`config.mk`:
```
export PLATFORM = sky130hd
export DESIGN_NAME = lane_data_generator
export DESIGN_NICKNAME = d
export VERILOG_FILES = /design/src/rtl/lane_data_pkg.sv /design/src/rtl/rr_lane_arbiter.sv /design/src/rtl/lane_data_generator.sv
export SDC_FILE = /design/constraint.sdc
export NUM_CORES = 1
export LEC_CHECK = 0
export CORE_MARGIN = 2
export CORE_UTILIZATION = 52
export DETAILED_ROUTE_END_ITERATION = 7
export PLACE_DENSITY_LB_ADDON = 0.3
export SETUP_SLACK_MARGIN = 0.1
export SYNTH_ARGS = -nofsm -noshare
export SYNTH_HDL_FRONTEND = slang
export SYNTH_HIERARCHICAL = 1
export SYNTH_SLANG_ARGS = --single-unit
```
`constraint.sdc`:
```
create_clock -name clk -period 4.1 [get_ports clk]
set_input_delay 1.025 -clock clk [delete_from_list [all_inputs] [get_ports clk]]
set_output_delay 1.025 -clock clk [all_outputs]
set_load 0.01 [all_outputs]
```
`src/rtl/lane_data_pkg.sv`:
```
// Shared constants for the lane data generator: default sizing, end-of-range
// mode encoding and the lane-index width helper.
package lane_data_pkg;

  localparam int DEF_LANES = 4;
  localparam int DEF_DW    = 8;
  localparam int DEF_STEP  = 4;
  localparam int DEF_LIMIT = 16;

  typedef enum logic {
    MODE_WRAP = 1'b0,
    MODE_SAT  = 1'b1
  } mode_e;

  // Width of a lane index; a single lane still gets a 1-bit index.
  function automatic int lane_idx_w(input int n);
    return (n > 1) ? $clog2(n) : 1;
  endfunction

endpackage

```
`src/rtl/rr_lane_arbiter.sv`:
```
// Round-robin selector over the pending-lane vector. Scans from the lane
// after the last one served; right after reset (first=1) it scans from lane 0.
module rr_lane_arbiter
  import lane_data_pkg::*;
#(
  parameter  int LANES = DEF_LANES,
  localparam int IW    = lane_idx_w(LANES)
) (
  input  logic [LANES-1:0] pending,
  input  logic [IW-1:0]    last,
  input  logic             first,
  output logic [IW-1:0]    grant,
  output logic             any
);

  int          start;
  int          idx_i;
  logic [IW-1:0] idx;
  logic        found;

  always_comb begin
    grant = '0;
    found = 1'b0;
    idx_i = 0;
    idx   = '0;
    start = first ? 0 : int'(last) + 1;
    if (start >= LANES) start = 0;
    for (int k = 0; k < LANES; k++) begin
      idx_i = start + k;
      if (idx_i >= LANES) idx_i = idx_i - LANES;
      idx = IW'(idx_i);
      if (!found && pending[idx]) begin
        found = 1'b1;
        grant = idx;
      end
    end
    any = |pending;
  end

endmodule

```
`src/rtl/lane_data_generator.sv`:
```
// Multi-lane stepping counter generator with wrap/saturate end-of-range
// behaviour and a coalesced, round-robin event record output.
module lane_data_generator
  import lane_data_pkg::*;
#(
  parameter  int LANES = DEF_LANES,
  parameter  int DW    = DEF_DW,
  parameter  int STEP  = DEF_STEP,
  parameter  int LIMIT = DEF_LIMIT,
  localparam int IW    = lane_idx_w(LANES)
) (
  input  logic                clk,
  input  logic                reset,
  input  logic                tick,
  input  logic [LANES-1:0]    map,
  input  logic [LANES-1:0]    clr,
  input  logic                mode,
  output logic                data_en,
  output logic [LANES*DW-1:0] data,
  output logic [LANES-1:0]    wrap,
  output logic                out_valid,
  input  logic                out_ready,
  output logic [IW-1:0]       out_lane,
  output logic [DW-1:0]       out_data
);

  localparam logic [DW:0] STEP_X  = (DW+1)'(STEP);
  localparam logic [DW:0] LIMIT_X = (DW+1)'(LIMIT);

  logic [LANES*DW-1:0] data_nxt;
  logic [LANES-1:0]    wrap_nxt;
  logic [LANES-1:0]    changed;
  logic [DW-1:0]       lane_val [LANES];

  for (genvar i = 0; i < LANES; i++) begin : g_lane
    logic [DW-1:0] cur;
    logic [DW-1:0] nxt;
    logic [DW:0]   sum;
    logic          adv;
    logic          at_limit;
    logic          wrap_i;

    assign cur      = data[i*DW +: DW];
    assign adv      = data_en & tick & map[i] & ~clr[i];
    assign sum      = {1'b0, cur} + STEP_X;
    assign at_limit = ({1'b0, cur} >= LIMIT_X);

    // Clear wins over advance; at the limit, saturate mode simply holds.
    always_comb begin
      nxt    = cur;
      wrap_i = 1'b0;
      if (clr[i]) begin
        nxt = '0;
      end else if (adv) begin
        if (!at_limit) begin
          nxt = (sum > LIMIT_X) ? LIMIT_X[DW-1:0] : sum[DW-1:0];
        end else if (mode_e'(mode) == MODE_WRAP) begin
          nxt    = '0;
          wrap_i = 1'b1;
        end
      end
    end

    assign data_nxt[i*DW +: DW] = nxt;
    assign wrap_nxt[i]          = wrap_i;
    assign changed[i]           = (nxt != cur);
    assign lane_val[i]          = cur;
  end

  logic [LANES-1:0] pending;
  logic [LANES-1:0] pending_nxt;
  logic [LANES-1:0] served;
  logic [IW-1:0]    last_q;
  logic             first_q;
  logic [IW-1:0]    grant;
  logic             any_pending;
  logic             load;

  rr_lane_arbiter #(.LANES(LANES)) u_arb (
    .pending (pending),
    .last    (last_q),
    .first   (first_q),
    .grant   (grant),
    .any     (any_pending)
  );

  // Handshake: a record transfers on a rising edge where out_valid and
  // out_ready are both 1; while out_valid=1 and out_ready=0 the record holds.
  // The register reloads whenever it is empty or transferring this edge.
  assign load        = any_pending & (~out_valid | out_ready);
  assign served      = load ? (LANES'(1) << grant) : '0;
  assign pending_nxt = (pending & ~served) | changed;

  always_ff @(posedge clk) begin
    if (reset) begin
      data_en   <= 1'b0;
      data      <= '0;
      wrap      <= '0;
      pending   <= '0;
      out_valid <= 1'b0;
      out_lane  <= '0;
      out_data  <= '0;
      last_q    <= '0;
      first_q   <= 1'b1;
    end else begin
      data_en <= 1'b1;
      data    <= data_nxt;
      wrap    <= wrap_nxt;
      pending <= pending_nxt;
      if (load) begin
        out_valid <= 1'b1;
        out_lane  <= grant;
        out_data  <= lane_val[grant];
        last_q    <= grant;
        first_q   <= 1'b0;
      end else if (out_valid && out_ready) begin
        out_valid <= 1'b0;
      end
    end
  end

endmodule

```
# After elaboration in Yosys (flattened, before gate mapping)
# Cells that the tools add are included.
classes:
  div: 0
  order_cmp: 18
  n_mux: 49
  shifts: 1
  add_sub_neg: 12
  n_mul: 0
  bitwise_logic: 28
  n_eq_ne: 4
  n_reduce_logical: 13
ops:
  columns: ["cell", "count"]
  rows:
  - ["two-way mux 8 bit", 22]
  - ["greater-or-equal comparator 32 x 4 -> 1 bit, second input constant", 5]
  - ["adder 32 x 3 -> 32 bit, second input constant", 2]
  - ["two-way mux 32 bit", 2]
  - ["adder 8 x 3 -> 9 bit, second input constant", 4]
  - ["greater-than comparator 9 x 5 -> 1 bit, second input constant", 4]
  - ["adder 32 x 2 -> 32 bit, second input constant", 1]
  - ["greater-or-equal comparator 8 x 5 -> 1 bit, second input constant", 4]
  - ["inequality test 8 bit", 4]
  - ["OR reduction 4 bit", 5]
  - ["binary-select mux 8 bit (select 2 bit)", 1]
  - ["two-way mux 2 bit", 8]
  - ["inverter 1 bit", 13]
  - ["less-than comparator 2 x 3 -> 1 bit, second input constant", 4]
  - ["two-way mux 1 bit", 11]
  - ["bitwise AND 1 bit", 10]
  - ["binary-select mux 1 bit (select 2 bit)", 4]
  - ["subtractor 2 x 1 -> 2 bit, second input constant", 4]
  - ["bitwise AND 4 bit", 1]
  - ["logical AND 1 bit", 4]
  - ["two-way mux 4 bit", 1]
  - ["inverter 4 bit", 1]
  - ["bitwise OR 4 bit", 1]
  - ["left shift 1 x 2 -> 4 bit, first input constant", 1]
  - ["other kinds (6)", 8]
totals:
  inputBits: 13
  latch_bits: 0
  register_bits: 53
  ram_bits: 0
  out_inout_bits: 48
  word_cells: 136
  romBits: 0
  mem_count: 0

# Depth between registers and ports, before layout
# Gate-level depths: netlist (run 1).
logic_depth:
  depth_word: 23
  mapped_depth: 12
  mapped_depth_nobuf: 10

# Modules after synthesis
# Netlist (run 1), hierarchy kept.
by_module_without_submodules:
  columns: ["mod", "area_each_um2", "instances", "cells_each", "seq_area_each_um2"]
  rows:
  - ["lane_data_generator", 2763.9, 1, 330, 1061.0]
  - ["rr_lane_arbiter", 377.9, 1, 49, 0.0]

# Least setup slack after synthesis (run 1)
# No wires, ideal clock.
synth_timing:
  path_kind: "reg2reg"
  from: "register last_q[0]"
  to: "register out_data[4]"
  period_less_slack_ns: 3.323
  required_ns: 3.968
  slack_ns: 0.777
  stages_incl_launch_ff: 12
  path_buffers: 2
  arrival_time_ns: 3.191
  path_cell_list: "dfxtp_1 ha_1 clkbuf_2 or4b_1 o221a_1 o31ai_4 a21oi_1 o22ai_1 clkbuf_1 mux4_1 nand2_1 a21oi_1"
synth_between:
  elab_chain_len: 22
  elab_cells_between_ends: 44
synth_rtl:
  columns: ["item", "line", "rtl"]
  rows:
  - ["start, declared", "lane_data_generator.sv:73", "logic [IW-1:0] last_q;"]
  - ["start signal, assigned", "lane_data_generator.sv:114", "last_q <= grant;"]
  - ["adder 2 x 1 -> 3 bit *", "rr_lane_arbiter.sv:26", "start = first ? 0 : int'(last) + 1;"]
  - ["two-way mux 32 bit *", "rr_lane_arbiter.sv:26", null]
  - ["greater-or-equal comparator 32 x 4 -> 1 bit", "rr_lane_arbiter.sv:27", "if (start >= LANES) start = 0;"]
  - ["two-way mux 32 bit *", "rr_lane_arbiter.sv:27", null]
  - ["parallel branches: the longest is 13 deep, another holds adder 32 x 2 -> 32 bit", null, null]
  - ["two-way mux 2 bit *", "rr_lane_arbiter.sv:32", "if (!found && pending[idx]) begin"]
  - ["via grant[1]", "lane_data_generator.sv:75", "logic [IW-1:0] grant;"]
  - ["inverter 2 -> 3 bit (not written as such) *", "lane_data_generator.sv:113", "out_data <= lane_val[grant];"]
  - ["binary-select mux 8 bit (select 2 bit) *", "lane_data_generator.sv:113", null]
  - ["two-way mux 8 bit (not written as such) * (2 in a row)", "lane_data_generator.sv:113", null]
  - ["end signal, assigned", "lane_data_generator.sv:113", null]
  - ["end, declared", "lane_data_generator.sv:24", "output logic [DW-1:0] out_data"]
# Mark *: on every way through the listed nets, which the timed path passes. The select of a mux whose other input is x is not followed.
# A chain may end at the register's enable or synchronous reset.

# Final worst setup path (run 1)
layout_timing:
  from: "register last_q[0]"
  to: "register pending[0]"
layout_between:
  elab_chain_len: 23
  elab_cells_between_ends: 45
layout_rtl:
  columns: ["item", "line", "rtl"]
  rows:
  - ["adder 2 x 1 -> 3 bit *", "rr_lane_arbiter.sv:26", null]
  - ["two-way mux 32 bit *", "rr_lane_arbiter.sv:26", null]
  - ["greater-or-equal comparator 32 x 4 -> 1 bit", "rr_lane_arbiter.sv:27", null]
  - ["two-way mux 32 bit *", "rr_lane_arbiter.sv:27", null]
  - ["parallel branches: the longest is 13 deep, another holds adder 32 x 2 -> 32 bit", null, null]
  - ["two-way mux 2 bit *", "rr_lane_arbiter.sv:32", null]
  - ["via grant[1]", "lane_data_generator.sv:75", null]
  - ["left shift 1 x 2 -> 4 bit *", "lane_data_generator.sv:91", "assign served = load ? (LANES'(1) << grant) : '0;"]
  - ["two-way mux 4 bit *", "lane_data_generator.sv:91", null]
  - ["inverter 4 bit *", "lane_data_generator.sv:92", "assign pending_nxt = (pending & ~served) | changed;"]
  - ["bitwise AND 4 bit *", "lane_data_generator.sv:92", null]
  - ["bitwise OR 4 bit *", "lane_data_generator.sv:92", null]
  - ["end signal, assigned", "lane_data_generator.sv:109", "pending <= pending_nxt;"]
  - ["end, declared", "lane_data_generator.sv:70", "logic [LANES-1:0] pending;"]
# Marks and branches as above.

==> flow_summary_export.csv, run 1 <==
group,metric,value,unit
outcome,status,"completed",
logic_synthesis,synth_area,3140,µm²
grt,gr-usage-met3,0.0451,
clocking,root_buffer,"clkbuf_8",
clocking,cts_sinks,53,
grt,grt_pass1_vias,2752,
clocking,postCtsHoldBufs,0,
timing,tightestPinTransition,0.618,ns
logic_synthesis,yosysMostFrequentCell,"dfxtp_1",
timing,rsz0062_at_grt,"no",
timing,slew_viol_final,0,
die,top_level_ports,61,
timing,fin_setup_tns,0,ns
logic_synthesis,synth_flop_cell,"dfxtp_1",
detailed_routing,wirelength,8320,µm
detailed_routing,final_antenna_net_count,0,
grt,overflow,0,
die,dieArea,6680,µm²
worst_setup_path,cp_max_fo,13,
timing,fmax,297,MHz
place,numPortBuffers,60,
place,pre_cts_slack,0.839,ns
detailed_routing,drc_errors,0,
logic_synthesis,yosysSeqAreaShare,0.338,
power_and_ir_drop,p_leak,1.40,nW
clocking,clk_pin_slew,0.09,ns
finish,nNetsFinal,454,
worst_setup_path,startpoint,"last_q[0]",
worst_setup_path,r2r_start,"last_q[0]",
logic_synthesis,synth_largest_area_cell,"dfxtp_1",
grt,grtUsageTotal,0.257,
grt,use_met1,0.351,
die,initial_core_util,0.534,
clocking,cts_resized,0,
finish,area_delta_synth_final,22.8,%
clocking,insertion_delay,0.31,ns
timing,fin_crit_sh,0.822,
hold_path,hold_path_class,"reg2reg",
power_and_ir_drop,ir_drop,0.207,mV
finish,antenna_cells,0,
grt,antenna_found_initial,0,
logic_synthesis,synth_cells,379,
logic_synthesis,synth_top_cell_area_share,0.338,
worst_setup_path,crit_path_end_kind,"register",
die,die_w,81.7,µm
worst_setup_path,cp.arrival,3.54,ns
logic_synthesis,synthDistinctLibCells,65,
worst_setup_path,path_class,"reg2reg",
timing,max-slew-margin-rel,0.584,
worst_setup_path,critPathLaunchType,"register",
flow_run,cap_viol_max_count,0,
place,hpwl,6160,µm
timing,hold_viol_final,0,
logic_synthesis,async_reset_ff_frac,0,
logic_synthesis,synth_commonest_cells,"dfxtp_1 (53), nand2_1 (36), nor2_1 (35), a21oi_1 (34), inv_1 (20)",
hold_path,min-delay-start,"out_data[0]",
detailed_routing,drt_iter0_markers,274,
clocking,cts_tree,"done",
logic_synthesis,syn-num-nets,404,
timing,worst_slack,0.730,ns
detailed_routing,dr.pass1.iters,5,
place,place_congestion,0.968,
detailed_routing,wl_per_cell,16.5,µm
die,die_h,81.7,µm
timing,setup_viol,0,
clocking,post-cts-setup-buffer-count,0,
clocking,cts.htree.levels,2,
die,fp-row-count,28,
logic_synthesis,syn_avg_cell_area,8.29,µm²
clocking,clockBufferDepth,2,
logic_synthesis,synth-edff-count,0,
finish,drive_above_1_share,0.0744,
detailed_routing,vias_per_cell,6.20,
timing,clock_skew,0.00494,ns
die,coreArea,5890,µm²
grt,busiest_layer,"met2",
grt,grt_max_degree,20,
worst_setup_path,worstPathRequired,4.27,ns
grt,grt_pass1_wl,13400,µm
detailed_routing,num_vias,3129,
clocking,cts_buffers,5,
timing,post-route-min-period,3.37,ns
logic_synthesis,synthTopCellsByArea,"dfxtp_1 (34%), a21oi_1 (5.4%), mux4_2 (5.0%), ha_1 (4.8%), nand2_1 (4.3%)",
logic_synthesis,yosys_warnings,6,
logic_synthesis,synth_seq_cells,53,
grt,use_met2,0.415,
power_and_ir_drop,p_per_area,270,nW/µm²
[worst paths after layout]
check	to	slack, ns	cells after the start
hold reg to reg	out_data[0]	0.46	2
hold / removal	out_data[0]	0.46	2
setup / recovery	pending[0]	0.73	10
setup reg to reg	pending[0]	0.73	10
[power breakdown]
group	leakage [nW]	switching (mW)	total (mW)	internal [mW]
Sequential	0.428	0.0186	0.542	0.524
Combinational	0.919	0.108	0.192	0.0835
Clock	0.0512	0.170	0.307	0.137
[stage by stage]
stage	utilization	total power, mW	hold WS (ns)	cell area [µm²]	cells
CTS	0.655	1.04	0.461	3860	505
global route	0.655	1.09	0.478	3860	505
floorplan	-	0.689	0.435	3140	379
finish	0.655	1.04	0.459	3860	505
global placement	0.639	0.738	0.446	3760	497
detailed placement	0.639	0.741	0.448	3760	497
[registers in the layout (all words and copies together), names as in the netlist]
signal     flops
data          32
data_en        1
first_q        1
last_q         2
out_data       8
out_valid      1
pending        4
wrap           4
[final cells by class]
class                   count  area, µm²
fillers                   505       2030
inverters                  20       75.1
multi-input cells         285       1900
flip-flops and latches     53       1060
repair buffers             64        631
well taps                  75       93.8
clock inverters             2       13.8
clock buffers               6       82.6
[cells in the final DEF (no fill, tap or decap), types with 6 or more instances in the layout]
cell and n:
clkdlybuf4s50_1 60, dfxtp_1 53, nand2_1 36, nor2_1 35, a21oi_1 34, inv_1 20, o21ai_0 19, and3_1 12
nor3_1 12, ha_1 12, and2_1 11, nor4_1 8, nand3_1 7, or4_1 7, nor3b_1 7, mux4_2 7
clkbuf_8 6
[kinds of logic (layout without fill, tap and decap cells)]
| kind of cell | Yosys count | after routing | synth area share |
|---|---|---|---|
| AOI/OAI and AO/OA | 98 | 98 | 0.206 |
| DFF | 53 | 53 | 0.338 |
| buffers and inverters | 41 | 92 | 0.0573 |
| adders and majority gates | 12 | 12 | 0.0478 |
| muxes | 11 | 11 | 0.0681 |
| xor gates and xnor gates | 4 | 4 | 0.0111 |
| and+or+nand+nor | 160 | 160 | 0.272 |
[per-layer routing]
metal / routed length, µm / share of wire / up-vias
met5: 0 / 0 / -
met4: 111 / 0.013 / 0
met3: 675 / 0.081 / 16
met2: 3910 / 0.47 / 175
met1: 3630 / 0.44 / 1451
li1: - / - / 1487
[worst max-delay path, cell delays in order (launching register included)]
cell,delay (ns)
dfxtp_1,0.60
ha_1,0.43
and3_1,0.20
o21ai_0,0.41
o31ai_4,0.15
a221oi_1,0.31
o22ai_1,0.10
buf_4,0.21
or3_1,0.38
a222oi_1,0.27
a41oi_1,0.17
(Power assumes the default switching activity.)
==> run 2: changes to the inputs <==
- clock period: 4.1 -> 3.4 ns (I/O delays scaled with it)
==> run 2 against run 1 <==
Against the previous run:
- maximum frequency up 8.2%
- global-route usage up 0.60 points
- via count down 1.3%
- flip-flop and latch count unchanged
- sequential share of layout area down 0.29 points
- critical path depth up 1
- count of clock-buffer cells in the layout down 1
- die area unchanged
- cell area up 1.1%
- clock power up 35%
- setup slack worse by 0.44 ns
- register-to-register slack worse by 0.44 ns
- largest power group unchanged
==> flow_summary_export.csv, run 2 (same netlist as run 1, synthesis figures left out) <==
group,metric,value,unit
finish,layout_common_cells,"clkdlybuf4s50_1 (60), dfxtp_1 (53), nand2_1 (36), nor2_1 (35), a21oi_1 (34)",
clocking,cts.htree.levels,2,
grt,grt_max_degree,21,
timing,fmax,321,MHz
worst_setup_path,slowest_delay,0.47,ns
power_and_ir_drop,p_per_area,337,nW/µm²
grt,grt_pass1_wl,13600,µm
clocking,cts_buffers,5,
die,fp-row-count,28,
hold_path,whs_path_depth,2,
detailed_routing,final_antenna_net_count,0,
timing,max-slew-margin-rel,0.566,
grt,grt_pass1_vias,2719,
hold_path,hold_end,"out_data[2]",
worst_setup_path,cp.arrival,3.33,ns
grt,overflow,0,
worst_setup_path,cp_cell_sequence,"ha_1 -> nor3b_1 -> o211ai_1 -> and2_1 -> a311oi_1 -> mux2i_2 -> buf_4 -> nor2_1 -> a21boi_0 -> nor4_1 -> a41oi_1",
finish,top_regs,"data x32, out_data x8",
finish,antenna_cells,0,
finish,n_fill_cell,518,
worst_setup_path,critPathLaunchType,"register",
finish,regMostFlops,"data",
clocking,cts_sinks,53,
worst_setup_path,crit_path_end_kind,"register",
finish,ff_latch_area,1060,µm²
worst_setup_path,cp_max_fo,13,
die,coreArea,5890,µm²
detailed_routing,drc_errors,0,
detailed_routing,wl_per_cell,16.6,µm
clocking,clockBufferDepth,2,
timing,clock_skew,0.0108,ns
timing,post-route-min-period,3.11,ns
detailed_routing,wirelength,8450,µm
grt,grtUsageTotal,0.263,
place,hpwl,6330,µm
flow_run,cap_viol_max_count,0,
die,die_h,81.7,µm
timing,slew_viol_final,0,
timing,fin_crit_sh,0.916,
worst_setup_path,cpMaxStageDelayCell,"ha_1",
timing,setup_viol,0,
finish,multi_input_area,1900,µm²
finish,drive_above_1_share,0.0831,
timing,rsz0062_at_grt,"no",
detailed_routing,dr.pass1.iters,5,
die,initial_core_util,0.534,
finish,final_common_cell,"clkdlybuf4s50_1",
worst_setup_path,r2r_cells,11,
worst_setup_path,r2r_slack,0.29,ns
power_and_ir_drop,ir_drop,0.230,mV
power_and_ir_drop,p_leak,1.42,nW
grt,antenna_found_initial,0,
outcome,status,"completed",
worst_setup_path,r2r_start,"last_q[1]",
power_and_ir_drop,p_total,1.32,mW
worst_setup_path,path_buf_inv,1,
place,place_congestion,0.933,
worst_setup_path,r2r-end,"pending[2]",
hold_path,hold_path_class,"reg2reg",
die,top_level_ports,61,
timing,hold_viol_final,0,
finish,nNetsFinal,458,
clocking,clk_pin_slew,0.10,ns
worst_setup_path,critPathTopFamily,"compound AO/OA/AOI/OAI gates",
detailed_routing,drt_iter0_markers,242,
worst_setup_path,path_class,"reg2reg",
finish,largest_reg_flops,32,
worst_setup_path,worstPathRequired,3.62,ns
die,dieArea,6680,µm²
place,numPortBuffers,60,
clocking,cts_tree,"done",
detailed_routing,num_vias,3089,
die,die_w,81.7,µm
timing,tightestPinTransition,0.644,ns
timing,fin_setup_tns,0,ns
clocking,root_buffer,"clkbuf_8",
finish,area_delta_synth_final,24.1,%
clocking,insertion_delay,0.30,ns
hold_path,min-delay-start,"out_data[2]",
detailed_routing,vias_per_cell,6.08,
[run 2: timing repair]
| item | CTS | global route |
|---|---|---|
| setup endpoints to repair | 0 | 2 |
| setup buffers | 0 | 2 |
| gates resized for setup | 0 | 1 |
| hold buffers | 0 | 0 |
[run 2: worst max path at each step]
stage | start | endpoint | slack, ns | cells past startpoint
6_report | last_q[1] | pending[2] | 0.29 | 11
5_1_grt | last_q[1] | pending[1] | 0.11 | 10
4_1_cts | last_q[1] | pending[1] | 0.26 | 10
3_5_place_dp | last_q[1] | pending[1] | 0.30 | 10
3_3_place_gp | last_q[1] | out_data[4] | 0.41 | 10
2_1_floorplan | last_q[0] | out_data[4] | 0.20 | 11
[run 2: worst reg2reg max path, delay by kind of cell (launching register included)]
kind            cells  cell delay (ns)
buf+inv             1             0.18
flops               1             0.33
simple gates        4             0.70
compound gates      4             1.00
fa+ha+maj           1             0.47
mux                 1             0.36
[run 2: layout make-up]
type                            count  share of cell area
Clock inverter                      2             0.00899
Sequential cell                    53               0.272
Tap cell                           75              0.0241
Timing Repair Buffer               68               0.169
Clock buffer                        5              0.0177
Multi-Input combinational cell    285               0.488
Inverter                           20              0.0193
[run 2: per-stage QoR]
| stage | std cells | hold WS [ns] | instance area (µm²) | setup slack, ns | utilization |
|---|---|---|---|---|---|
| after floorplan | 379 | 0.435 | 3140 | 0.204 | - |
| after global placement | 499 | 0.444 | 3780 | 0.410 | 0.642 |
| after detailed placement | 499 | 0.448 | 3780 | 0.304 | 0.642 |
| after CTS | 506 | 0.462 | 3880 | 0.259 | 0.659 |
| after global routing | 508 | 0.479 | 3900 | 0.111 | 0.662 |
| final | 508 | 0.460 | 3900 | 0.286 | 0.662 |
[run 2: per-layer routing]
| layer | track usage | part of all wire |
|---|---|---|
| met4 | 0.0683 | 0.014 |
| met1 | 0.369 | 0.44 |
| met2 | 0.420 | 0.47 |
| met3 | 0.0462 | 0.075 |
| met5 | 0 | 0 |
[run 2: power breakdown]
group	internal, mW	total (mW)	switching, mW
registers	0.631	0.649	0.0177
logic	0.113	0.251	0.138
clock network	0.214	0.414	0.200
